==> src/rtl/uart_cmd_decoder.sv <==
// Parses SYNC/OPC/ADDR_HI/ADDR_LO/DATA/CHK byte frames from a uart_rx byte
// stream and turns them into single-pixel writes or full-buffer fills on a
// valid/ready framebuffer write port. Dropped frames are flagged and counted.
module uart_cmd_decoder #(
  parameter int ADDR_W       = 16,
  parameter int FB_DEPTH     = 19200,
  parameter int TIMEOUT_CLKS = 400000
) (
  input  logic              clk,
  input  logic              rst,
  input  logic [7:0]        rx_data,
  input  logic              rx_ready,
  input  logic              rx_error,
  output logic              rx_ack,
  output logic              wr_en,
  output logic [ADDR_W-1:0] wr_addr,
  output logic [7:0]        wr_data,
  input  logic              wr_ready,
  output logic              busy,
  output logic              frame_done,
  output logic              frame_err,
  output logic [7:0]        err_count
);

  typedef enum logic [2:0] {
    S_HUNT, S_OPC, S_AHI, S_ALO, S_DAT, S_CHK, S_WRITE, S_FILL
  } state_t;

  localparam logic [7:0]        SYNC_BYTE = 8'hA5;
  localparam logic [7:0]        OP_WRITE  = 8'h01;
  localparam logic [7:0]        OP_FILL   = 8'h02;
  localparam logic [ADDR_W-1:0] LAST_ADDR = ADDR_W'(FB_DEPTH - 1);
  localparam logic [31:0]       TMO_LAST  = 32'(TIMEOUT_CLKS - 1);

  state_t              r_state;
  state_t              w_state_next;
  logic                r_ack;
  logic [7:0]          r_opc;
  logic [15:0]         r_addr;
  logic [7:0]          r_data;
  logic [7:0]          r_xor;
  logic [31:0]         r_tmo;
  logic                r_wr_en;
  logic [ADDR_W-1:0]   r_wr_addr;
  logic [7:0]          r_wr_data;
  logic                r_done;
  logic                r_err;
  logic [7:0]          r_err_count;

  logic                w_consume;
  logic                w_in_frame;
  logic                w_timeout;
  logic                w_beat;
  logic                w_addr_ok;
  logic                w_drop;
  logic                w_done;

  assign rx_ack     = r_ack;
  assign wr_en      = r_wr_en;
  assign wr_addr    = r_wr_addr;
  assign wr_data    = r_wr_data;
  assign busy       = (r_state == S_WRITE) || (r_state == S_FILL);
  assign frame_done = r_done;
  assign frame_err  = r_err;
  assign err_count  = r_err_count;

  // Next-state decode: byte intake, checksum/opcode validation, timeout and write completion
  always_comb begin
    w_state_next = r_state;
    w_drop       = 1'b0;
    w_done       = 1'b0;
    // A byte is never taken while the previous ack is still out, nor while writing
    w_consume    = rx_ready && !r_ack && (r_state != S_WRITE) && (r_state != S_FILL);
    w_in_frame   = (r_state == S_OPC) || (r_state == S_AHI) || (r_state == S_ALO) ||
                   (r_state == S_DAT) || (r_state == S_CHK);
    // A byte arriving on the expiry cycle wins over the timeout
    w_timeout    = w_in_frame && !w_consume && (r_tmo == TMO_LAST);
    w_beat       = r_wr_en && wr_ready;
    w_addr_ok    = (32'(r_addr) < 32'(FB_DEPTH));
    case (r_state)
      S_HUNT: begin
        if (w_consume && !rx_error && (rx_data == SYNC_BYTE)) w_state_next = S_OPC;
      end
      S_OPC, S_AHI, S_ALO, S_DAT: begin
        if (w_consume) begin
          if (rx_error) begin
            w_drop       = 1'b1;
            w_state_next = S_HUNT;
          end else begin
            w_state_next = state_t'(r_state + 3'd1);
          end
        end else if (w_timeout) begin
          w_drop       = 1'b1;
          w_state_next = S_HUNT;
        end
      end
      S_CHK: begin
        if (w_consume) begin
          if (rx_error || (rx_data != r_xor)) begin
            w_drop       = 1'b1;
            w_state_next = S_HUNT;
          end else if ((r_opc == OP_WRITE) && w_addr_ok) begin
            w_state_next = S_WRITE;
          end else if (r_opc == OP_FILL) begin
            w_state_next = S_FILL;
          end else begin
            w_drop       = 1'b1;
            w_state_next = S_HUNT;
          end
        end else if (w_timeout) begin
          w_drop       = 1'b1;
          w_state_next = S_HUNT;
        end
      end
      S_WRITE: begin
        if (w_beat) begin
          w_done       = 1'b1;
          w_state_next = S_HUNT;
        end
      end
      S_FILL: begin
        if (w_beat && (r_wr_addr == LAST_ADDR)) begin
          w_done       = 1'b1;
          w_state_next = S_HUNT;
        end
      end
      default: w_state_next = S_HUNT;
    endcase
  end

  // State register, frame field capture, timeout counter and write-port datapath
  always_ff @(posedge clk) begin
    if (rst) begin
      r_state     <= S_HUNT;
      r_ack       <= 1'b0;
      r_opc       <= '0;
      r_addr      <= '0;
      r_data      <= '0;
      r_xor       <= '0;
      r_tmo       <= '0;
      r_wr_en     <= 1'b0;
      r_wr_addr   <= '0;
      r_wr_data   <= '0;
      r_done      <= 1'b0;
      r_err       <= 1'b0;
      r_err_count <= '0;
    end else begin
      r_state <= w_state_next;
      r_ack   <= w_consume;
      r_done  <= w_done;
      r_err   <= w_drop;
      if (w_drop && (r_err_count != 8'hFF)) r_err_count <= r_err_count + 8'd1;

      if (w_consume || !w_in_frame) r_tmo <= '0;
      else                          r_tmo <= r_tmo + 32'd1;

      if (w_consume) begin
        case (r_state)
          S_OPC: begin r_opc <= rx_data;        r_xor <= rx_data;         end
          S_AHI: begin r_addr[15:8] <= rx_data; r_xor <= r_xor ^ rx_data; end
          S_ALO: begin r_addr[7:0] <= rx_data;  r_xor <= r_xor ^ rx_data; end
          S_DAT: begin r_data <= rx_data;       r_xor <= r_xor ^ rx_data; end
          default: ;
        endcase
      end

      case (r_state)
        S_CHK: begin
          if (w_state_next == S_WRITE) begin
            r_wr_en   <= 1'b1;
            r_wr_addr <= ADDR_W'(r_addr);
            r_wr_data <= r_data;
          end else if (w_state_next == S_FILL) begin
            r_wr_en   <= 1'b1;
            r_wr_addr <= '0;
            r_wr_data <= r_data;
          end
        end
        S_WRITE: begin
          if (w_beat) r_wr_en <= 1'b0;
        end
        S_FILL: begin
          if (w_beat) begin
            if (r_wr_addr == LAST_ADDR) r_wr_en   <= 1'b0;
            else                        r_wr_addr <= r_wr_addr + 1'b1;
          end
        end
        default: ;
      endcase
    end
  end

endmodule

==> config.mk <==
export PLATFORM = sky130hd
export DESIGN_NAME = uart_cmd_decoder
export DESIGN_NICKNAME = d
export VERILOG_FILES = /design/src/rtl/uart_cmd_decoder.sv
export SDC_FILE = /design/constraint.sdc
export NUM_CORES = 1
export LEC_CHECK = 0
export CAP_MARGIN = 20
export CORE_MARGIN = 4
export CORE_UTILIZATION = 30
export CTS_BUF_LIST = sky130_fd_sc_hd__clkbuf_8
export DETAILED_ROUTE_END_ITERATION = 16
export PLACE_DENSITY_LB_ADDON = 0.3
export SYNTH_ARGS = -nofsm -noshare
export SYNTH_HDL_FRONTEND = slang
export SYNTH_SLANG_ARGS = --single-unit
==> constraint.sdc <==
create_clock -name clk -period 2.8 [get_ports clk]
set_input_delay 0.56 -clock clk [delete_from_list [all_inputs] [get_ports clk]]
set_output_delay 0.56 -clock clk [all_outputs]
set_load 0.005 [all_outputs]
=== Word level (Yosys, flattened, before mapping) ===
Cells that the tools add are included.

* ROM bits: 0
* Memories: 0
* Logic and storage cells: 117
* Bits in registers: 111
* Memory bits (writable): 0
* Latch bits: 0

* Reductions and logical operators: 38
* Multiplexer cells: 36
* Multiply operators: 0
* Shift-type cells: 0
* Order comparisons: 1
* Equality and inequality tests: 23
* $add $sub $neg: 4
* Divide/modulo/power cells: 0
* Bitwise logic cells: 1

{| class="wikitable"
|+ Operators by type and width
! cell !! number
|-
| 2-to-1 mux 16 bit || 4
|-
| adder 32 x 1 -> 32 bit (second input constant) || 1
|-
| == test 32 x 19 -> 1 bit (second input constant) || 1
|-
| case mux 16 bit (2 select lines) || 1
|-
| 2-to-1 mux 3 bit || 10
|-
| == test 3 bit (second input constant) || 6
|-
| adder 16 x 1 -> 16 bit (second input constant) || 1
|-
| == test 16 x 15 -> 1 bit (second input constant) || 1
|-
| < comparator 16 x 15 -> 1 bit (second input constant) || 1
|-
| 2-to-1 mux 8 bit || 2
|-
| case mux 8 bit (2 select lines) || 1
|-
| case mux 3 bit (5 select lines) || 1
|-
| 2-to-1 mux 1 bit || 14
|-
| AND reduction 2 bit || 6
|-
| logical AND 1 bit || 11
|-
| adder 8 x 1 -> 8 bit (second input constant) || 1
|-
| == test 8 x 1 -> 1 bit (second input constant) || 1
|-
| == test 8 x 2 -> 1 bit (second input constant) || 1
|-
| == test 8 bit (second input constant) || 1
|-
| inequality test 8 bit || 1
|-
| inequality test 8 bit (second input constant) || 1
|-
| XOR 8 bit || 1
|-
| logical OR 1 bit || 7
|-
| == test 3 x 2 -> 1 bit (second input constant) || 2
|-
| 17 further kinds || 26
|}

=== Longest topological paths before layout ===
Gate-level depths: netlist of the first run.

* Depth in word-level cells: 14
* Depth in mapped cells: 13

=== Worst setup path after synthesis of the first run ===
OpenSTA, ideal clock, no wires.

* Path kind: register to register
* Start point: register r_state[0]
* End point: register r_wr_addr[1], in the netlist wr_addr[1]
* Data required time: 2.713 ns
* Setup slack: -0.168 ns
* Cell stages (with the launch flop): 12
* Arrival time: 2.882 ns
* Library setup time: 0.087 ns
* Path through: dfxtp_1 ha_1 ha_1 a21oi_2 inv_2 nor3b_2 a21oi_2 a311o_1 a221oi_2 nor3_2 or4_1 a221oi_2

* Cells in the longest elaborated chain, start to end: 13

{| class="wikitable"
|+ Ends and longest elaborated chain
! item !! RTL line !! RTL
|-
| from (decl) || 35 || <nowiki>state_t r_state;</nowiki>
|-
| from (signal assigned) || 148 || <nowiki>r_state <= w_state_next;</nowiki>
|-
| == test 3 x 1 -> 1 bit / == test 3 x 2 -> 1 bit (equally long branches) || 74, 80 ||
|-
| logical OR 1 bit (3 in series) || 74 || <nowiki>w_in_frame = (r_state == S_OPC) || (r_state == S_AHI) || (r_state == S_ALO) ||</nowiki>
|-
| logical OR 1 bit || 75 || <nowiki>(r_state == S_DAT) || (r_state == S_CHK);</nowiki>
|-
| logical AND 1 bit (2 in series) || 77 || <nowiki>w_timeout = w_in_frame && !w_consume && (r_tmo == TMO_LAST);</nowiki>
|-
| 2-to-1 mux 3 bit || 92, 110 ||
|-
| 2-to-1 mux 3 bit, on equally long branches || 98, 85 ||
|-
| case mux 3 bit (5 select lines) || 80 || <nowiki>case (r_state)</nowiki>
|-
| == test 3 bit, on equally long branches || 169, 173 ||
|-
| inequality test 3 x 1 -> 1 bit (no source line) / 2-to-1 mux 16 bit (equally long branches) || n/a ||
|-
| AND reduction 4 bit (no source line) / case mux 16 bit (2 select lines) (equally long branches) || n/a ||
|-
| to (signal assigned) || 171 || <nowiki>r_wr_addr <= ADDR_W'(r_addr);</nowiki>
|-
| to (signal assigned) || 185 || <nowiki>else r_wr_addr <= r_wr_addr + 1'b1;</nowiki>
|-
| to (decl) || 44 || <nowiki>logic [ADDR_W-1:0] r_wr_addr;</nowiki>
|}

Several ways; a longest one is shown, not always the timed one.
A chain may end at the register's enable or synchronous reset.

=== Worst setup path after layout of the first run ===
* Start point: input rx_error
* End point: register r_wr_addr[2], in the netlist wr_addr[2]

* Cells in the longest elaborated chain, start to end: 8

{| class="wikitable"
|+ Ends and longest elaborated chain
! item !! RTL line !! RTL
|-
| from (decl) || 13 || <nowiki>input logic rx_error,</nowiki>
|-
| zero test 1 bit || 82 || <nowiki>if (w_consume && !rx_error && (rx_data == SYNC_BYTE)) w_state_next = S_OPC;</nowiki>
|-
| logical AND 1 bit (2 in series) || 82 ||
|-
| 2-to-1 mux 3 bit || 82 ||
|-
| case mux 3 bit (5 select lines) * || 80 ||
|-
| == test 3 bit, on equally long branches || 169, 173 ||
|-
| inequality test 3 x 1 -> 1 bit (no source line) / 2-to-1 mux 16 bit (equally long branches) || n/a ||
|-
| AND reduction 4 bit (no source line) / case mux 16 bit (2 select lines) (equally long branches) || n/a ||
|}

Mark *: on every way between the ends. The rest lies on a longest branch, timed or not.

==> reports/qor.txt, run 1 <==
FF+latch count, synth - 111
crit-path cells - clkdlybuf4s50_1 -> nor4_2 -> buf_4 -> and2_1 -> and4b_1 -> a311o_1 -> a221oi_4 -> nor3_4 -> or4_1 -> a221oi_2
delay-heaviest family, CP - simple AND/OR/NAND/NOR gates
largest net degree at the start of global routing - 47
end of the worst hold path - r_opc[6]
vias - 5132
Rel. slew slack - 62.6%
WHS - 471 ps
sequential share of power - 58.5%
placed inst area - 7090 µm²
GRT met3 Usage - 2.95%
slowest CP cell - clkdlybuf4s50_1
critical path arrival - 3100 ps
Cell Area, Synth - 5730 µm²
Comb pwr share - 7.6%
Final setup violation count - 0
Routed Antenna Nets - 0
H-Tree Depth - 3
Synth warnings - 0
CTS tree - yes
r2r startpoint - r_state[0]
chip height - 146 µm
Rows - 50
GR peak layer - met2
Root Buffer - clkbuf_8
Mapped Cells - 676
dpl hpwl - 11.6 mm
Remaining DRCs - 0
Layout area overhead - 33.8%
Filler Cells Inserted - 1911
CTS Buf Count - 9
post-route cell area - 7670 µm²
CTS Buffer Depth - 2
fin. max-slew vios - 0
GR Util met1 - 20.5%
Final Net Count - 825
R2R depth - 10
Die ar. - 21400 µm²
Worst Path Max Fanout - 4
Via density - 4.93
Leak - 2.70 nW
CP bufs+invs - 2
die span in x - 146 µm
status - finished, final reports clean
layout cells sized above 1 - 22.2%
Worst Clk Skew - 5.58 ps
clk_lat worst skew - 380 ps
I/O Buffers - 49
met2 Use GR - 23.4%
post-layout min period - 2800 ps
P_sw - 0.687 mW
reg2reg setup slack - 10 ps
syn_nets - 698
Setup CP Type - input port to flip-flop
actual slew at the worst max-slew pin - 562 ps
Switching Fraction - 25.3%
RSZ-0062 raised after global routing - true
number of synthesized flops with an enable pin - 0
Levels on crit path - 10
core area - 18800 µm²
cell area power density - 354 nW/µm²
crit path launch - rx_error
DR pass1 iterations - 5
worst vdd ir - 0.000203 V
Worst EP required - 3100 ps
top_reg_cell synth - dfxtp_1
Hold/Removal Path Class - flip-flop to flip-flop
fin crit share - 100%
initial antenna violation count - 0
Avg WL per Cell - 15.3 µm
ant diodes - 0
hold_sp - r_opc[6]
Worst-path clk slew - 100 ps
internal power - 2.03 mW
Startpoint Class - input port
Worst Setup End Kind - flip-flop
IO Pins - 50
post-synthesis sequential area ratio - 38.8%
final hold violation count - 0
Initial Utilization - 30.5%
max-cap violation count - 0
clk sink count - 111
overflow left after global routing - 0
final WL - 15.9 mm
Clk network pwr share - 33.9%
Hold Path Stages - 2
Tot GR Track Use - 14.6%
Final GP Congestion - 0.849
delay of the slowest cell on the worst path - 510 ps
average cell area after synthesis - 8.48 µm²
library cells used by synthesis - 69
Initial DRC Count - 292
reg-to-reg endpoint - wr_addr[2]
first-pass GRT wire length - 25.8 mm
vias in the first global route - 4921
Fmax - 357 MHz
Synth async-reset ratio - 0%
## synthesized netlist by cell type (all sizes together) (2+ instances only)
cell type	count	area [µm²]
dfxtp	111	2220
o21ai	23	130
a21o	2	15.0
inv	11	41.3
nor4	11	96.3
xor2	27	236
nor4bb	2	20.0
a21oi	46	249
and4b	2	20.0
buf	19	116
nand3	32	160
nor2	95	364
nand2	64	243
nor3	27	140
or4	4	30.0
a2111oi	2	42.5
mux2i	24	240
clkbuf	19	71.3
xnor2	30	263
ha	9	113
and2	3	18.8
and4	6	52.6
or4b	2	23.8
and3	15	93.8
nand4	26	163
nor3b	5	47.5
a32oi	2	36.3
nor2b	15	93.8
o32a	13	130
a221oi	4	60.1
or2	4	25.0
a22oi	2	15.0
o2111ai	2	17.5
## placed cells by master, fill, tap and decap left out, types with 3 or more instances in the layout
cell type,netlist,routed
clkbuf_8,0,10
a221oi_2,4,3
or4_4,0,3
nor3_2,1,5
nand2_1,63,62
and3_1,15,15
buf_4,4,97
xor2_1,27,27
ha_1,9,3
inv_1,10,10
and4_1,6,5
o21ai_0,19,19
dfxtp_1,111,109
nand4_1,26,26
nor3_1,26,21
or2_2,3,3
o32a_1,13,13
nor4_4,1,3
nand3_1,32,32
buf_12,0,6
and2_1,3,3
nor2b_1,15,15
clkdlybuf4s50_1,0,48
clkinv_4,0,3
nor4_1,8,6
ha_4,0,6
xnor2_1,30,28
nor3b_4,0,3
mux2i_1,24,24
nor2_1,94,93
a21oi_1,43,43
## sequential cells by signal, indices dropped and copies added (netlist names)
register	flops
err_count	8
frame_done	1
frame_err	1
r_addr	16
r_data	8
r_opc	8
r_state	3
r_tmo	32
r_xor	8
rx_ack	1
wr_addr	16
wr_data	8
wr_en	1
## metrics by stage
| step | TNS, ps | utilization (%) | cells | power, mW | worst slack [ps] |
|---|---|---|---|---|---|
| after global placement | -12700 | 37.8 | 1015 | 1.80 | -633 |
| after CTS | 0 | 39.5 | 1036 | 2.75 | 4.99 |
| after floorplan | 0 | - | 676 | 1.72 | 79.1 |
| after detailed placement | -11170 | 37.8 | 1015 | 1.80 | -557 |
| after global routing | -440 | 40.9 | 1042 | 2.83 | -82.1 |
| final | 0 | 40.9 | 1042 | 2.72 | 0.785 |
## kinds of logic (layout without fill, tap and decap cells)
family,count (synthesis),in the layout,share of synthesized area [%]
adders and majority gates,9,9,1.96
muxes,25,25,4.39
and+or+nand+nor,320,320,28.8
xor gates and xnor gates,57,57,8.71
AOI/OAI and AO/OA,104,104,13.4
buffers and inverters,50,182,4.06
DFF,111,111,38.8
## power by group through the flow
stage | Combinational [mW] | Sequential [mW] | Clock, mW
final | 0.208 | 1.59 | 0.921
after global routing | 0.224 | 1.59 | 1.02
after CTS | 0.189 | 1.59 | 0.966
after detailed placement | 0.176 | 1.63 | 0
after global placement | 0.176 | 1.63 | 0
after floorplan | 0.0949 | 1.63 | 0
## tightest hold or removal path, stage by stage (launching register included)
cell and delay, ps:
dfxtp_1 330, nand2_1 50, a21oi_1 50
## area by class of cell
type | instances | area, µm² | area share [%]
multi-input cells | 515 | 3550 | 46.3
flip-flops and latches | 111 | 2230 | 29.0
repair buffers | 154 | 1370 | 17.9
well taps | 234 | 293 | 3.82
clock buffers | 10 | 138 | 1.79
clock inverters | 6 | 46.3 | 0.604
inverters | 12 | 45.0 | 0.587
## per-layer routing
metal | vias to the layer above | wire [µm]
met5 | - | 0
met4 | 0 | 200
met3 | 12 | 579
li1 | 2649 | -
met1 | 2382 | 7850
met2 | 89 | 7270
## worst max path at each step
stage,end
2_1_floorplan,wr_addr[1]
3_3_place_gp,wr_addr[15]
3_5_place_dp,wr_addr[15]
4_1_cts,wr_addr[2]
5_1_grt,wr_addr[1]
6_report,wr_addr[2]
## timing repair
action	CTS	global route
cloned	0	1
resized for setup	15	32
hold buffers	0	0
buffers inserted	5	5
pin swaps	7	14
endpoints found under the setup margin	23	26
Note: power is estimated with default switching activity, not from simulation.
==> run 2, diff against run 1 <==
Settings changed: RECOVER_POWER from default to 100.
==> run 2 against run 1 <==
  * Critical path depth stayed put
  * Fmax hardly changed
  * Final area is 0.52% lower
  * Flip-flop and latch count stayed put
  * Clock-buffer cell count stayed put
  * Die area stayed put
  * Critical endpoint unchanged
==> reports/qor.txt, run 2 (same netlist as run 1, synthesis figures left out) <==
slowest CP cell - clkdlybuf4s50_1
fin util - 40.7%
Tot GR Track Use - 14.6%
status - finished, final reports clean
area of the multi-input gates - 3550 µm²
IO Pins - 50
hold_sp - r_opc[6]
core area - 18800 µm²
delay-heaviest family, CP - simple AND/OR/NAND/NOR gates
vias in the first global route - 4921
initial antenna violation count - 0
final WL - 15.9 mm
Layout area overhead - 33.1%
Worst EP required - 3100 ps
Pwr Total - 2.72 mW
reg-to-reg endpoint - wr_addr[2]
ant diodes - 0
overflow left after global routing - 0
Final GP Congestion - 0.849
Root Buffer - clkbuf_8
final hold violation count - 0
placement-stage worst setup slack - -557 ps
Via density - 4.95
dpl hpwl - 11.6 mm
crit-path cells - clkdlybuf4s50_1 -> nor4_2 -> buf_4 -> and2_1 -> and4b_1 -> a311o_1 -> a221oi_4 -> nor3_4 -> or4_1 -> a221oi_2
critical path arrival - 3100 ps
chip height - 146 µm
RSZ-0062 raised after global routing - true
Fmax - 358 MHz
clk_lat worst skew - 380 ps
CTS Buf Count - 9
Hold/Removal Path Class - flip-flop to flip-flop
Worst-path clk slew - 100 ps
Initial DRC Count - 285
register bank with the most flops - r_tmo
placed inst area - 7090 µm²
r2r startpoint - r_state[0]
die span in x - 146 µm
dpl cells - 1015
I/O Buffers - 49
CTS tree - yes
Worst Path Max Fanout - 4
max-cap violation count - 0
R2R depth - 10
vias - 5155
Die ar. - 21400 µm²
Levels on crit path - 10
post-route cell area - 7630 µm²
worst vdd ir - 0.000203 V
actual slew at the worst max-slew pin - 638 ps
Avg WL per Cell - 15.3 µm
PnR worst setup slack - 3.27 ps
Startpoint Class - input port
Setup CP Type - input port to flip-flop
Routed Antenna Nets - 0
CTS Buffer Depth - 2
Final Net Count - 825
Remaining DRCs - 0
Hold Path Stages - 2
clk sink count - 111
commonest non-fill, non-tap cells in the layout - dfxtp_1 (109), nor2_1 (93), buf_4 (86)
crit path launch - rx_error
end of the worst hold path - r_opc[6]
CP bufs+invs - 2
post-layout min period - 2800 ps
Initial Utilization - 30.5%
first-pass GRT wire length - 25.8 mm
Leak - 2.75 nW
max reg flops - 32
Rel. slew slack - 57.5%
Worst Setup End Kind - flip-flop
H-Tree Depth - 3
Worst Clk Skew - 6.12 ps
non-filler cells, final - 1042
reg2reg setup slack - 10 ps
leading cell type in the layout, fill and taps excluded - dfxtp_1
Rows - 50
delay of the slowest cell on the worst path - 510 ps
fin crit share - 99.9%
Final setup violation count - 0
Reg area - 2230 µm²
fin. max-slew vios - 0
largest net degree at the start of global routing - 47
Filler Cells Inserted - 1914
cell area power density - 356 nW/µm²
layout cells sized above 1 - 20.9%
DR pass1 iterations - 6
[run 2: timing repair]
item,4_1_cts,5_1_grt
hold buffers,0,0
setup buffers,5,5
pin swaps,7,14
gates resized for setup,15,32
setup endpoints to repair,23,26
cloned,0,1
[run 2: per-stage QoR]
step                TNS, ps  hold slack [ps]
floorplan                 0              436
global placement     -12700              447
detailed placement   -11170              452
CTS                       0              467
global route           -440              496
finish                    0              471
[run 2: where the power goes]
| part | switching [mW] | internal (mW) |
|---|---|---|
| registers | 0.00683 | 1.58 |
| logic | 0.114 | 0.0928 |
| clock network | 0.565 | 0.355 |
| total | 0.685 | 2.03 |
[run 2: area by class of cell]
| type | count | area share, % |
|---|---|---|
| clock buffers | 10 | 1.80 |
| clock inverters | 6 | 0.607 |
| inverters | 12 | 0.590 |
| multi-input cells | 515 | 46.5 |
| flip-flops and latches | 111 | 29.2 |
| well taps | 234 | 3.84 |
| repair buffers | 154 | 17.4 |
[run 2: worst max-delay path by stage]
stage                             end  slack [ps]
after global routing       wr_addr[1]         -80
after CTS                  wr_addr[2]           5
after floorplan            wr_addr[1]          80
after detailed placement  wr_addr[15]        -560
after global placement    wr_addr[15]        -630
final                      wr_addr[2]           3
[run 2: per-layer routing]
layer | global-route usage, % | vias up | share of wire (%)
li1 | - | 2648 | -
met1 | 20.5 | 2394 | 49
met3 | 2.95 | 12 | 4.0
met2 | 23.4 | 101 | 46
met4 | 3.10 | 0 | 1.3
met5 | 0 | - | 0
[run 2: worst register-to-register path, delay by kind of cell, from the launching register on]
kind	cells	cell delay, ps
simple gates	3	1070
compound gates	4	750
flops	1	370
fa+ha+maj	2	360
buf+inv	1	160
==> run 3, diff against run 2 <==
Settings changed: SLEW_MARGIN from default to 20.
==> results of run 3 <==
No change in the layout: final DEF, timing and power equal those of run 2.
